$ cat src/rtl/gpx_ram_reader_if.sv
// RAM read port plus downstream valid/ready stream seen by gpx_ram_reader.
// The master side is the reader; the slave side is the RAM and the packetiser.
interface gpx_ram_reader_if #(
  parameter int unsigned ADDR_W = 9,
  parameter int unsigned DATA_W = 32
) ();
  logic [ADDR_W-1:0] rd_addr_b;
  logic [DATA_W-1:0] rd_data_b;
  logic              m_valid;
  logic              m_ready;
  logic [DATA_W-1:0] m_data;
  logic              m_last;

  modport master (
    output rd_addr_b, m_valid, m_data, m_last,
    input  rd_data_b, m_ready
  );

  modport slave (
    input  rd_addr_b, m_valid, m_data, m_last,
    output rd_data_b, m_ready
  );
endinterface

$ cat src/rtl/gpx_ram_reader.sv
// Drains a block of GPX result RAM words into one framed stream packet (header + data),
// absorbing the RAM's 1-cycle read latency with a 2-entry fall-through output buffer.
module gpx_ram_reader #(
  parameter int unsigned ADDR_W  = 9,
  parameter int unsigned DATA_W  = 32,
  parameter logic [15:0] HDR_TAG = 16'hA55A
) (
  input  logic                clk,
  input  logic                rst_n,
  input  logic                start,
  input  logic [ADDR_W:0]     num_words,
  output logic                busy,
  output logic                done,
  gpx_ram_reader_if.master    bus
);
  localparam int unsigned CntW = ADDR_W + 1;
  localparam int unsigned PadW = DATA_W - 16 - CntW;
  localparam logic [CntW-1:0] MaxCnt = {1'b1, {ADDR_W{1'b0}}};
  localparam logic [CntW-1:0] One    = {{ADDR_W{1'b0}}, 1'b1};

  typedef enum logic [1:0] {StIdle, StHdr, StRead, StFlush} state_e;

  state_e            state_q, state_d;
  logic [CntW-1:0]   cnt_q, cnt_d, ptr_q, ptr_d;
  logic              ret_q, ret_last_q;
  logic [DATA_W-1:0] mem_q [2];
  logic [1:0]        last_q;
  logic              wptr_q, rptr_q;
  logic [1:0]        occ_q, occ_d;

  logic [CntW-1:0]   num_clamped, last_ptr;
  logic [DATA_W-1:0] hdr_word, push_data;
  logic              push_last, push, pop, pop_store, issue, hdr_push, credit;
  logic              m_valid, m_last;
  logic [DATA_W-1:0] m_data;
  logic [2:0]        fill;

  assign num_clamped = (num_words > MaxCnt) ? MaxCnt : num_words;
  assign hdr_word    = {HDR_TAG, {PadW{1'b0}}, num_clamped};
  assign last_ptr    = cnt_q - One;

  // Head of buffer; an arriving RAM word falls straight through when the buffer is empty.
  always_comb begin
    m_valid = 1'b0;
    m_data  = '0;
    m_last  = 1'b0;
    if (occ_q != 2'd0) begin
      m_valid = 1'b1;
      m_data  = mem_q[rptr_q];
      m_last  = last_q[rptr_q];
    end else if (ret_q) begin
      m_valid = 1'b1;
      m_data  = bus.rd_data_b;
      m_last  = ret_last_q;
    end
  end

  assign bus.m_valid   = m_valid;
  assign bus.m_data    = m_data;
  assign bus.m_last    = m_last;
  assign bus.rd_addr_b = ptr_q[ADDR_W-1:0];
  assign busy          = (state_q != StIdle);

  assign pop    = m_valid & bus.m_ready;
  // Words held next cycle if nothing new is issued; an issue is safe only below 2.
  assign fill   = {1'b0, occ_q} + {2'b00, ret_q} - {2'b00, pop};
  assign credit = (fill < 3'd2);

  always_comb begin
    state_d  = state_q;
    cnt_d    = cnt_q;
    ptr_d    = ptr_q;
    issue    = 1'b0;
    hdr_push = 1'b0;
    done     = 1'b0;
    unique case (state_q)
      StIdle: begin
        if (start) begin
          cnt_d    = num_clamped;
          ptr_d    = '0;
          hdr_push = 1'b1;
          state_d  = StHdr;
        end
      end
      StHdr, StRead: begin
        if (cnt_q == '0) begin
          state_d = StFlush;
        end else if (credit) begin
          issue   = 1'b1;
          ptr_d   = ptr_q + One;
          state_d = (ptr_q == last_ptr) ? StFlush : StRead;
        end
      end
      StFlush: begin
        if (occ_q == 2'd0 && !ret_q) begin
          done    = 1'b1;
          state_d = StIdle;
        end
      end
      default: state_d = StIdle;
    endcase
  end

  // A returning word is stored unless it bypassed an empty buffer and was taken at once.
  assign push      = hdr_push | (ret_q & ~((occ_q == 2'd0) & pop));
  assign push_data = hdr_push ? hdr_word : bus.rd_data_b;
  assign push_last = hdr_push ? (num_clamped == '0) : ret_last_q;
  assign pop_store = pop & (occ_q != 2'd0);
  assign occ_d     = occ_q + {1'b0, push} - {1'b0, pop_store};

  always_ff @(posedge clk or negedge rst_n) begin
    if (!rst_n) begin
      state_q    <= StIdle;
      cnt_q      <= '0;
      ptr_q      <= '0;
      ret_q      <= 1'b0;
      ret_last_q <= 1'b0;
      occ_q      <= 2'd0;
      wptr_q     <= 1'b0;
      rptr_q     <= 1'b0;
      last_q     <= 2'b00;
      mem_q[0]   <= '0;
      mem_q[1]   <= '0;
    end else begin
      state_q    <= state_d;
      cnt_q      <= cnt_d;
      ptr_q      <= ptr_d;
      ret_q      <= issue;
      ret_last_q <= issue & (ptr_q == last_ptr);
      occ_q      <= occ_d;
      if (push) begin
        mem_q[wptr_q]  <= push_data;
        last_q[wptr_q] <= push_last;
        wptr_q         <= ~wptr_q;
      end
      if (pop_store) begin
        rptr_q <= ~rptr_q;
      end
    end
  end
endmodule
$ cat src/flat_wrapper.sv
// flat-port wrapper written by rule: the top's interface ports become plain ports
module gpx_ram_reader_flat 
#(
  parameter int unsigned ADDR_W  = 9,
  parameter int unsigned DATA_W  = 32,
  parameter logic [15:0] HDR_TAG = 16'hA55A
)
  (clk, rst_n, start, num_words, busy, done, bus_rd_addr_b, bus_m_valid, bus_m_data, bus_m_last, bus_rd_data_b, bus_m_ready);
  gpx_ram_reader_if #(.ADDR_W(ADDR_W), .DATA_W(DATA_W)) bus_i ();
  input  logic clk;
  input  logic rst_n;
  input  logic start;
  input  logic [ADDR_W:0] num_words;
  output logic busy;
  output logic done;
  output wire logic [$bits(bus_i.rd_addr_b)-1:0] bus_rd_addr_b;
  output wire logic [$bits(bus_i.m_valid)-1:0] bus_m_valid;
  output wire logic [$bits(bus_i.m_data)-1:0] bus_m_data;
  output wire logic [$bits(bus_i.m_last)-1:0] bus_m_last;
  input wire logic [$bits(bus_i.rd_data_b)-1:0] bus_rd_data_b;
  input wire logic [$bits(bus_i.m_ready)-1:0] bus_m_ready;
  assign bus_rd_addr_b = bus_i.rd_addr_b;
  assign bus_m_valid = bus_i.m_valid;
  assign bus_m_data = bus_i.m_data;
  assign bus_m_last = bus_i.m_last;
  assign bus_i.rd_data_b = bus_rd_data_b;
  assign bus_i.m_ready = bus_m_ready;
  gpx_ram_reader #(.ADDR_W(ADDR_W), .DATA_W(DATA_W), .HDR_TAG(HDR_TAG)) u_core (.clk(clk), .rst_n(rst_n), .start(start), .num_words(num_words), .busy(busy), .done(done), .bus(bus_i));
endmodule
$ cat config.mk
export PLATFORM = sky130hd
export DESIGN_NAME = gpx_ram_reader_flat
export DESIGN_NICKNAME = d
export VERILOG_FILES = /design/src/rtl/gpx_ram_reader_if.sv /design/src/rtl/gpx_ram_reader.sv /design/src/flat_wrapper.sv
export SDC_FILE = /design/constraint.sdc
export NUM_CORES = 1
export LEC_CHECK = 0
export CORE_ASPECT_RATIO = 1.1
export CORE_MARGIN = 3
export CORE_UTILIZATION = 31
export CTS_CLUSTER_DIAMETER = 60
export DETAILED_ROUTE_END_ITERATION = 16
export DONT_BUFFER_PORTS = 1
export PLACE_DENSITY_LB_ADDON = 0.05
export SLEW_MARGIN = 20
export SYNTH_ARGS = -nofsm -noshare
export SYNTH_HDL_FRONTEND = slang
export SYNTH_SLANG_ARGS = --single-unit
$ cat constraint.sdc
create_clock -name clk -period 4.3 [get_ports clk]
set_clock_uncertainty 0.2 [all_clocks]
set_input_delay 0.43 -clock clk [delete_from_list [all_inputs] [get_ports clk]]
set_output_delay 0.43 -clock clk [all_outputs]
set_load 0.01 [all_outputs]
Yosys cells after proc, flatten, opt, wreduce, memory -nomap -nowiden
Index checks and enable logic that the tools add are counted.
Operators by class
  bitwise operators: 11
  div/mod/pow operators: 0
  shifts and indexed selects: 0
  $lt $le $gt $ge: 8
  multiply operators: 0
  mux-type cells: 37
  reductions and logical operators: 15
  equal/unequal tests: 9
  add/subtract/negate cells: 6
Operator list (number)
  two-way mux 32 bit: 7
  bitwise mux 64 bit: 1
  two-way mux 10 bit: 4
  demux 32 bit (select 1 bit): 1
  zero test 10 bit: 2
  one-hot mux 10 bit (2 select lines): 1
  two-way mux 1 bit: 16
  adder 10 x 1 -> 10 bit, second input constant: 1
  == test 10 bit: 1
  > comparator 10 bit, second input constant: 1
  subtractor 10 x 1 -> 10 bit, second input constant: 1
  two-way mux 2 bit: 4
  one-hot mux 2 bit (3 select lines): 1
  nonzero test 2 bit: 3
  bitwise AND 1 bit: 5
  == test 2 bit, second input constant: 2
  greater-or-equal comparator 2 bit, second input constant: 2
  zero test 2 bit: 2
  less-than comparator 1 x 2 -> 1 bit, second input constant: 2
  != test 2 x 1 -> 1 bit, second input constant: 2
  != test 2 bit, second input constant: 2
  NOT 1 -> 2 bit: 2
  AND reduction 4 bit: 1
  adder 2 x 1 -> 3 bit: 1
  other kinds (17): 21
Word-level totals
  register bits after elaboration: 94
  bits in writable memories: 0
  memories kept: 0
  output and inout port bits: 45
  logic and storage cells: 97
  latch bits: 0
  bits in read-only memories: 0

Logic depth before layout (Yosys ltp)
Gate-level depths: netlist (run 1).
  depth in word-level cells: 9
  gate-level depth with buffers: 12
  gate-level depth less buffers: 10

Worst setup path before layout (run 1)
No wires, ideal clock.
  kind: register to register
  start point: register u_core.ret_q
  end point: register u_core.ptr_q[5]
  buffers on the path: 1
  cell stages (with the launch flop): 12
  arrival: 3.028 ns
  required time: 4.022 ns
  slack: 0.994 ns
  cells stage by stage: dfrtp_1 -> clkbuf_1 -> or3_1 -> and2_1 -> ha_1 -> nand2b_1 -> fa_1 -> xnor2_1 -> nand2_1 -> o21a_4 -> or4_1 -> a21oi_1
On the way
  word-level cells in the longest chain between the ends: 7
RTL lines
  start: declaration: RTL line gpx_ram_reader.sv:25  | logic ret_q, ret_last_q;
  start signal: assignment: RTL line gpx_ram_reader.sv:128  | ret_q <= issue;
  two-way mux 1 bit: RTL line gpx_ram_reader.sv:51  | end else if (ret_q) begin
  two-way mux 1 bit: RTL line gpx_ram_reader.sv:47  | if (occ_q != 2'd0) begin
  net bus_m_valid: RTL line flat_wrapper.sv:17  | output wire logic [$bits(bus_i.m_valid)-1:0] bus_m_valid;
  bitwise AND 1 bit: RTL line gpx_ram_reader.sv:64  | assign pop = m_valid & bus.m_ready;
  subtractor 3 x 1 -> 3 bit: RTL line gpx_ram_reader.sv:66  | assign fill = {1'b0, occ_q} + {2'b00, ret_q} - {2'b00, pop};
  less-than comparator 3 x 2 -> 1 bit: RTL line gpx_ram_reader.sv:67  | assign credit = (fill < 3'd2);
  != test 2 x 1 -> 1 bit (no line)
  AND reduction 4 bit (no line)
  end signal: assignment: RTL line gpx_ram_reader.sv:127  | ptr_q <= ptr_d;
  end: declaration: RTL line gpx_ram_reader.sv:24  | logic [CntW-1:0] cnt_q, cnt_d, ptr_q, ptr_d;
The timed path passes the listed nets, and every way through them passes these cells.
A chain may end at the register's enable or synchronous reset.

Worst setup path in the final report (run 1)
  start point: register u_core.occ_q[1]
  end point: register u_core.ptr_q[5]
On the way
  word-level cells in the longest chain between the ends: 7
RTL lines
  start: declaration: RTL line gpx_ram_reader.sv:29  | logic [1:0] occ_q, occ_d;
  start signal: assignment: RTL line gpx_ram_reader.sv:118  | occ_q <= 2'd0;
  start signal: assignment: RTL line gpx_ram_reader.sv:130  | occ_q <= occ_d;
  nonzero test 2 bit: RTL line gpx_ram_reader.sv:47
  two-way mux 1 bit: RTL line gpx_ram_reader.sv:47
  net bus_m_valid: RTL line flat_wrapper.sv:17
  bitwise AND 1 bit: RTL line gpx_ram_reader.sv:64
  subtractor 3 x 1 -> 3 bit: RTL line gpx_ram_reader.sv:66
  less-than comparator 3 x 2 -> 1 bit: RTL line gpx_ram_reader.sv:67
  != test 2 x 1 -> 1 bit (no line)
  AND reduction 4 bit (no line)
The timed path passes the listed nets, and every way through them passes these cells.

==> results_dict.tcl, run 1 <==
set metrics [dict create \
    critical_path.n_buffers_inverters 0 \
    antenna_left 0 \
    cts_tree "done" \
    ys_ff_latch 94 \
    io_pins 91 \
    r2r_cells 10 \
    worstPathRequired_ns 4.37 \
    grt_pass1_wl_mm 22.3 \
    avgViaCountPerCell 5.21 \
    peakVddDrop_uv 248 \
    yosysSeqAreaShare 0.462 \
    final-hold-violation-count 0 \
    die_h_um 140 \
    postSynthAreaPerCell_um2 8.97 \
    drcViolationCount 0 \
    drv.max_cap_violation_count 0 \
    syn_inst 567 \
    antenna_found_initial 0 \
    share_comb_of_total_power 0.455 \
    drive_above_1_share 0.0709 \
    crit_end "u_core.ptr_q[5]$_DFFE_PN0P_" \
    p_int_mw 2.34 \
    p_sw_mw 1.92 \
    area_growth_syn_to_layout_pct 8.19 \
    crit_path_start_kind "register" \
    critPathCaptureType "register" \
    max_stage_delay_ns 0.51 \
    ys_types 53 \
    synth_enable_flop_cells 0 \
    core-area_mm2 0.0159 \
    reg2reg_slack_ns 0.80 \
    setup-tns-final_ns 0 \
    setup_viol 0 \
    p_per_area_mw_per_mm2 774 \
    htree_levels 3 \
    period_needed_ns 3.50 \
    p_sw_frac 0.450 \
    clkPwrFrac 0.177 \
    layout_commonest_cell "o21ai_0" \
    status "finished, final reports clean" \
    post-synth-top-area-cell "dfrtp_1" \
    num_vias 3904 \
    routedWlPerCell_um 18.7 \
    cp_slowest_cell "or4_1" \
    rows 48 \
    slew-limit-headroom 0.391 \
    synth_async_sr_flop_share 1.00 \
    grt_pass1_vias 3899 \
    p_leak_nw 2.41 \
    grt_overflow 0 \
    r2r-end "u_core.ptr_q[5]$_DFFE_PN0P_" \
    final_cell_mix "o21ai_0 (95), nand2_1 (94), dfrtp_1 (93)" \
    worst_slack_ns 0.804 \
    maxSlewViolCount 0 \
    place.gp.congestion 0.772 \
    grt_usage 0.160 \
    worstSkewPairLatency_ns 0.35 \
    netlist_area_mm2 0.00509 \
    cts_made_buffers 9 \
    clock-sinks 94 \
    yosysWarnings 0 \
    hold_depth 2 \
    dp_slack_ns 0.795 \
    clk_path_buf_depth 2 \
    worst_slew_pin_slew_ns 0.914 \
    syn_nets 621 \
    fin_nets 599 \
    path_clk_slew_ns 0.07 \
    drt_wl_total_mm 14.0 \
    cp_num_cells 10 \
    r2r-start "u_core.occ_q[1]$_DFF_PN0_" \
    initial_core_util 0.320 \
    crit_start "u_core.occ_q[1]$_DFF_PN0_" \
    rsz0062_at_grt "false" \
    grt_max_degree 95 \
    seq_power_share 0.368 \
    dr.pass1.iters 4 \
    antennaDiodeCount 0 \
    drt_iter0_drc 197 \
    cp.arrival_ns 3.57 \
    path_cells "or3_1, and2_1, ha_1, nand2b_1, fa_1, xnor2_1, nand2_1, o21a_4, or4_1, a21oi_1" \
    dp_hpwl_mm 9.17 \
    worst-path-max-fanout 15 \
    max_freq_mhz 286 \
    crit_type "reg2reg" \
    hp-class "in2reg" \
    port_buffers 0 \
    ys.flop_type "dfrtp_1" \
    period_share 0.813 \
    dieArea_mm2 0.0180 \
    cts_root_buf "clkbuf_16" \
    synth.top_cell.area_share 0.462 \
    cts_resized 0 \
    path_delay_family "simple AND/OR/NAND/NOR gates" \
    die_w_um 128 \
    synth_area_leaders "dfrtp_1 (46%), o21ai_0 (9.3%), nand2_1 (6.9%), mux2i_1 (6.7%), nand3_1 (3.5%)" \
]
## repair_timing
item,in CTS,in global routing
endpoints found under the hold margin,97,0
buffers inserted,0,0
hold buffers,5,0
## worst register-to-register path, cell delays in order, from the launching register on
cell      delay (ns)
dfrtp_1         0.48
or3_1           0.49
and2_1          0.20
ha_1            0.25
nand2b_1        0.15
fa_1            0.39
xnor2_1         0.17
nand2_1         0.13
o21a_4          0.30
or4_1           0.51
a21oi_1         0.15
## cell families (layout without fill, tap and decap cells)
group,count (synthesis),after routing,synth area share
mux,34,34,0.0669
buf+inv,57,40,0.0553
xor+xnor,17,17,0.0293
compound gates,160,160,0.176
simple gates,197,197,0.189
flops,94,94,0.462
fa+ha+maj,8,8,0.0211
## through the flow
step	util	area (µm²)	hold WS, ns	cells	total power, mW
2_1_floorplan	-	5090	-0.0656	567	3.08
3_3_place_gp	0.325	5170	-0.0623	729	3.49
3_5_place_dp	0.325	5170	-0.0623	729	3.54
4_1_cts	0.346	5510	0.00135	750	4.34
5_1_grt	0.346	5510	0.00654	750	4.66
6_report	0.346	5510	0.0144	750	4.26
## Yosys cell counts, types with 6 or more instances
| master | number |
|---|---|
| nand2_1 | 94 |
| xnor2_1 | 14 |
| o21ai_0 | 95 |
| a21oi_1 | 19 |
| mux2i_1 | 34 |
| nor2_1 | 19 |
| buf_4 | 13 |
| nand3_1 | 36 |
| inv_1 | 10 |
| clkbuf_1 | 20 |
| o21ai_1 | 18 |
| buf_2 | 9 |
| a22oi_1 | 6 |
| dfrtp_1 | 94 |
| ha_1 | 7 |
## routing by layer
metal | up-vias | GRT usage | wire, µm
li1 | 1935 | - | -
met1 | 1849 | 0.216 | 6530
met2 | 105 | 0.252 | 6460
met3 | 15 | 0.0343 | 833
met4 | 0 | 0.0581 | 216
met5 | - | 0 | 0
## worst min path at each step
stage / start / to / slack (ns)
2_1_floorplan: rst_n / u_core.cnt_q[0]$_DFFE_PN0P_ / -0.07
3_3_place_gp: rst_n / u_core.ptr_q[5]$_DFFE_PN0P_ / -0.06
3_5_place_dp: rst_n / u_core.ptr_q[4]$_DFFE_PN0P_ / -0.06
4_1_cts: num_words[7] / u_core.cnt_q[7]$_DFFE_PN0P_ / 0.001
5_1_grt: num_words[7] / u_core.cnt_q[7]$_DFFE_PN0P_ / 0.007
6_report: num_words[9] / u_core.cnt_q[9]$_DFFE_PN0P_ / 0.01
## area by class of cell
class / instances / area, µm²
multi-input cells: 416 / 2460
clock inverters: 5 / 35.0
clock buffers: 11 / 233
repair buffers: 13 / 128
fillers: 1641 / 10400
flip-flops and latches: 94 / 2350
inverters: 11 / 41.3
well taps: 200 / 250
## power by group through the flow
stage	logic (mW)	clock network (mW)	registers, mW
2_1_floorplan	1.64	0	1.44
4_1_cts	1.98	0.786	1.58
3_3_place_gp	1.92	0	1.58
6_report	1.94	0.755	1.57
3_5_place_dp	1.95	0	1.60
5_1_grt	2.21	0.819	1.63
## flip-flops by register name (all words and copies together) (netlist names)
name               cells
u_core.mem_q          64
u_core.cnt_q          10
u_core.ptr_q          10
u_core.last_q          2
u_core.occ_q           2
u_core.state_q         2
u_core.ret_last_q      1
u_core.ret_q           1
u_core.rptr_q          1
u_core.wptr_q          1
Power figures use the tool's default switching activity.
==> run 2, diff against run 1 <==
clock period = 3.55 ns   (was 4.3 ns; I/O delays follow)
==> run 2 against run 1 <==
Effect of this change: final cell count increased by 3.6%; sequential cell count unchanged; hold slack worse by 0.0054 ns; setup slack worse by 0.53 ns; final area is 5.7% higher; via count is 2.6% higher; global-route usage is 0.25 points lower; register-to-register slack got worse by 0.53 ns; total power is 24% higher; clock-buffer cell count rose by 2; critical endpoint is now u_core.ptr_q[6]$_DFFE_PN0P_.
==> results_dict.tcl, run 2 (same netlist as run 1, synthesis figures left out) <==
set metrics [dict create \
    status "finished, final reports clean" \
    num_vias 4006 \
    slew-limit-headroom 0.593 \
    power_mw 5.28 \
    drt_wl_total_mm 13.8 \
    hold_start "bus_rd_data_b[29]" \
    cts_made_buffers 9 \
    top_register "u_core.mem_q" \
    drcViolationCount 0 \
    crit_start "u_core.occ_q[0]$_DFF_PN0_" \
    area_growth_syn_to_layout_pct 14.3 \
    worstPathRequired_ns 3.62 \
    met1Wirelength_mm 6.70 \
    antennaDiodeCount 0 \
    final-hold-violation-count 0 \
    antenna_left 0 \
    crit_type "reg2reg" \
    rsz0062_at_grt "false" \
    initial_core_util 0.320 \
    grt_usage 0.157 \
    port_buffers 0 \
    path_clk_slew_ns 0.07 \
    grt_pass1_vias 4006 \
    crit_path_start_kind "register" \
    cts_resized 0 \
    postCtsHoldBufs 28 \
    grt_pass1_wl_mm 22.2 \
    r2r-start "u_core.occ_q[0]$_DFF_PN0_" \
    rows 48 \
    max_freq_mhz 305 \
    drt_iter0_drc 199 \
    wl_met3_um 622 \
    place.gp.congestion 0.738 \
    wl_met2_mm 6.21 \
    layout_commonest_cell "o21ai_0" \
    clock-sinks 94 \
    fin_nets 626 \
    p_leak_nw 2.55 \
    grt_max_degree 95 \
    dr.pass1.iters 4 \
    hp-class "in2reg" \
    avgViaCountPerCell 5.16 \
    drive_above_1_share 0.0728 \
    reg_top3 "u_core.mem_q (64), u_core.cnt_q (10), u_core.ptr_q (10)" \
    antenna_found_initial 0 \
    maxSlewViolCount 0 \
    cp.arrival_ns 3.35 \
    post-cts-setup-buffers 0 \
    peakVddDrop_uv 264 \
    dp_hpwl_mm 9.16 \
    largest_reg_flops 64 \
    final_cell_mix "o21ai_0 (95), nand2_1 (94), dfrtp_1 (93)" \
    routedWlPerCell_um 17.8 \
    clk_path_buf_depth 2 \
    setup-tns-final_ns 0 \
    htree_levels 3 \
    die_w_um 128 \
    drv.max_cap_violation_count 0 \
    io_pins 91 \
    grt_overflow 0 \
    cts_tree "done" \
    worstSkewPairLatency_ns 0.35 \
    dieArea_mm2 0.0180 \
    period_share 0.924 \
    period_needed_ns 3.28 \
    cts_root_buf "clkbuf_16" \
    worst-path-max-fanout 15 \
    setup_viol 0 \
    p_per_area_mw_per_mm2 907 \
    critPathCaptureType "register" \
    maxUsedRoutingLayer "met4" \
    die_h_um 140 \
    worst_slew_pin_slew_ns 0.608 \
    core-area_mm2 0.0159 \
]
## run 2: cell count changes in the layout (fill, tap and decap cells not counted)
| cell | change |
|---|---|
| buf_12 | +2 |
| buf_4 | +2 |
| bufinv_16 | +1 |
| clkbuf_1 | +1 |
| clkbuf_8 | +1 |
| clkinv_2 | -1 |
| clkinvlp_4 | -1 |
| dlygate4sd3_1 | +23 |
| inv_6 | -1 |
## run 2: final cells by class
type                    instances  area [µm²]
fillers                      1633       10100
multi-input cells             416        2460
flip-flops and latches         94        2350
repair buffers                 40         413
clock buffers                  13         250
well taps                     200         250
clock inverters                 3        43.8
inverters                      11        41.3
## run 2: per-stage QoR
stage	worst slack [ns]	utilization	instances	cell area, µm²	hold WS (ns)
4_1_cts	0.272	0.365	777	5820	0.00663
2_1_floorplan	0.244	-	567	5090	-0.141
3_3_place_gp	0.326	0.328	733	5230	-0.137
6_report	0.272	0.365	777	5820	0.00902
3_5_place_dp	0.293	0.328	733	5230	-0.137
5_1_grt	0.0548	0.365	777	5820	0.0249
## run 2: metal layers
layer,vias to the layer above,global-route usage
li1,1999,-
met2,83,0.240
met1,1906,0.223
met5,-,0
met4,0,0.0609
met3,18,0.0263
## run 2: worst paths after layout
check | end | slack [ns] | cells past startpoint
worst max-delay path | u_core.ptr_q[6]$_DFFE_PN0P_ | 0.27 | 10
worst min-delay path | u_core.mem_q[61]$_DFFE_PN0P_ | 0.009 | 2
worst max register to register | u_core.ptr_q[6]$_DFFE_PN0P_ | 0.27 | 10
worst min register to register | u_core.mem_q[5]$_DFFE_PN0P_ | 0.28 | 2
max in group asynchronous | u_core.rptr_q$_DFFE_PN0P_ | 2.34 | 2
min in group asynchronous | u_core.ptr_q[5]$_DFFE_PN0P_ | 0.38 | 2
## run 2: report_power, final
part / total [mW] / switching, mW / internal, mW
sequential: 1.85 / 0.338 / 1.51
clock: 0.985 / 0.418 / 0.567
combinational: 2.44 / 1.53 / 0.910
## run 2: worst max-delay path: stages (launching register included)
cell      delay (ns)
dfrtp_1         0.44
or3_1           0.34
and2_1          0.17
ha_1            0.25
nand2b_1        0.15
fa_1            0.38
xnor2_1         0.18
nand2_1         0.13
o21a_4          0.29
or4_1           0.51
a21oi_1         0.15
==> run 3, diff against run 2 <==
CORE_MARGIN = not set   (was 3)
GPL_TIMING_DRIVEN = 0   (was not set)
==> run 3 against run 2 <==
Effect of this change: final area is 2.7% higher; final cell count is 4.8% higher; clock-buffer cell count is 1 lower; non-clock buffer count is 37 higher; clock power is 1% lower; setup slack worse by 0.10 ns.
==> results_dict.tcl, run 3 (same netlist as run 1, synthesis figures left out) <==
set metrics [dict create \
    status "finished, final reports clean" \
    hp-class "in2reg" \
    grt_overflow 0 \
    cp_num_cells 10 \
    grt_usage 0.195 \
    postLayoutCellArea_mm2 0.00598 \
    worstSkewPairLatency_ns 0.35 \
    rows 48 \
    reg_top3 "u_core.mem_q (64), u_core.cnt_q (10), u_core.ptr_q (10)" \
    cp.arrival_ns 3.46 \
    drt_wl_total_mm 15.7 \
    multi_input_area_mm2 0.00247 \
    grt_pass1_wl_mm 24.3 \
    dp_hpwl_mm 10.9 \
    fill_cells 1674 \
    slew-limit-headroom 0.395 \
    top_register "u_core.mem_q" \
    grt_pass1_vias 4250 \
    drcViolationCount 0 \
    setup-tns-final_ns 0 \
    htree_levels 3 \
    cts_made_buffers 9 \
    period_needed_ns 3.38 \
    final-hold-violation-count 0 \
    period_share 0.952 \
    critPathCaptureType "register" \
    core-area_mm2 0.0159 \
    routedWlPerCell_um 19.3 \
    drive_above_1_share 0.0977 \
    initial_core_util 0.321 \
    largest_reg_flops 64 \
    hold_ws_ns 0.0122 \
    path_cells "or3_4, and2_1, ha_1, nand2b_1, fa_1, xnor2_2, nand2_1, o21a_4, or4_1, a21oi_1" \
    final_cell_mix "o21ai_0 (95), nand2_1 (94), dfrtp_1 (92)" \
    clk_path_buf_depth 2 \
    cp_slowest_cell "or4_1" \
    crit_path_start_kind "register" \
    fin_nets 663 \
    critical_path.n_buffers_inverters 0 \
    place.gp.congestion 0.788 \
    io_pins 91 \
    avgViaCountPerCell 5.32 \
    dieArea_mm2 0.0169 \
    drt_iter0_drc 303 \
    die_w_um 124 \
    crit_type "reg2reg" \
    dr.pass1.iters 4 \
    p_per_area_mw_per_mm2 915 \
    setup_viol 0 \
    max_freq_mhz 296 \
    maxSlewViolCount 0 \
    worst-path-max-fanout 6 \
    die_h_um 136 \
    r2r_cells 10 \
    cts_root_buf "clkbuf_16" \
    path_delay_family "simple AND/OR/NAND/NOR gates" \
    path_clk_slew_ns 0.07 \
    worstPathRequired_ns 3.63 \
    dp_cells 767 \
    num_vias 4328 \
    hold_depth 2 \
    drv.max_cap_violation_count 0 \
    grt_max_degree 95 \
    worst_slew_pin_slew_ns 0.907 \
    area_growth_syn_to_layout_pct 17.4 \
    layout_commonest_cell "o21ai_0" \
    peakVddDrop_uv 306 \
    power_mw 5.47 \
    clock-sinks 94 \
    seqCellArea_mm2 0.00235 \
    antenna_found_initial 0 \
    max_stage_delay_ns 0.51 \
    p_leak_nw 2.63 \
    port_buffers 0 \
    antenna_left 0 \
    final_cells 814 \
    cts_tree "done" \
    place_area_mm2 0.00534 \
    antennaDiodeCount 0 \
]
-- run 3: cell count changes in the layout (fill, tap and decap cells not counted), sizes merged --
cell and change:
clkinv -1, bufinv -1, dlygate4sd3 +1, inv +1, clkbuf +18, buf +17, clkinvlp +2
-- run 3: stage by stage --
step / utilization / setup WS [ns]
floorplan: - / 0.244
global placement: 0.337 / -0.0681
detailed placement: 0.337 / -0.131
CTS: 0.375 / 0.0140
global route: 0.377 / -0.00702
finish: 0.377 / 0.169
-- run 3: path summary, 6_finish.rpt --
kind	slack [ns]	end	from
worst max-delay path	0.17	u_core.ptr_q[6]$_DFFE_PN0P_	u_core.occ_q[1]$_DFF_PN0_
worst min-delay path	0.01	u_core.mem_q[2]$_DFFE_PN0P_	bus_rd_data_b[2]
min in group asynchronous	0.33	u_core.ptr_q[8]$_DFFE_PN0P_	rst_n
worst max register to register	0.17	u_core.ptr_q[6]$_DFFE_PN0P_	u_core.occ_q[1]$_DFF_PN0_
worst min register to register	0.28	u_core.mem_q[59]$_DFFE_PN0P_	u_core.mem_q[59]$_DFFE_PN0P_
max in group asynchronous	2.35	u_core.mem_q[10]$_DFFE_PN0P_	rst_n
-- run 3: power breakdown --
| part | switching (mW) | internal [mW] |
|---|---|---|
| Clock | 0.438 | 0.534 |
| Combinational | 1.72 | 0.965 |
| Sequential | 0.301 | 1.51 |
-- run 3: per-layer routing --
| metal | part of all wire | vias up | global-route usage | wire (µm) |
|---|---|---|---|---|
| met5 | 0 | - | 0 | 0 |
| met4 | 0.011 | 0 | 0.0635 | 167 |
| met3 | 0.044 | 11 | 0.0327 | 690 |
| met2 | 0.46 | 93 | 0.302 | 7260 |
| met1 | 0.48 | 2155 | 0.274 | 7610 |
| li1 | - | 2069 | - | - |
-- run 3: worst reg2reg max path, stage by stage, from the launching register on --
cell and delay, ns:
dfrtp_2 0.47, or3_4 0.42, and2_1 0.18, ha_1 0.26, nand2b_1 0.15, fa_1 0.41
xnor2_2 0.15, nand2_1 0.13, o21a_4 0.26, or4_1 0.51, a21oi_1 0.16
-- run 3: area by class of cell --
class | count | area share
inverters | 11 | 0.00691
flip-flops and latches | 94 | 0.394
repair buffers | 32 | 0.0553
clock inverters | 4 | 0.00482
multi-input cells | 416 | 0.413
well taps | 200 | 0.0419
plain buffers | 45 | 0.0396
clock buffers | 12 | 0.0446
-- run 3: timing repair --
action                                  in CTS  in global routing
hold buffers                                29                  0
endpoints found under the setup margin       6                  7
hold endpoints to repair                   139                  0
resized for setup                            1                  3
setup buffers                                0                  3
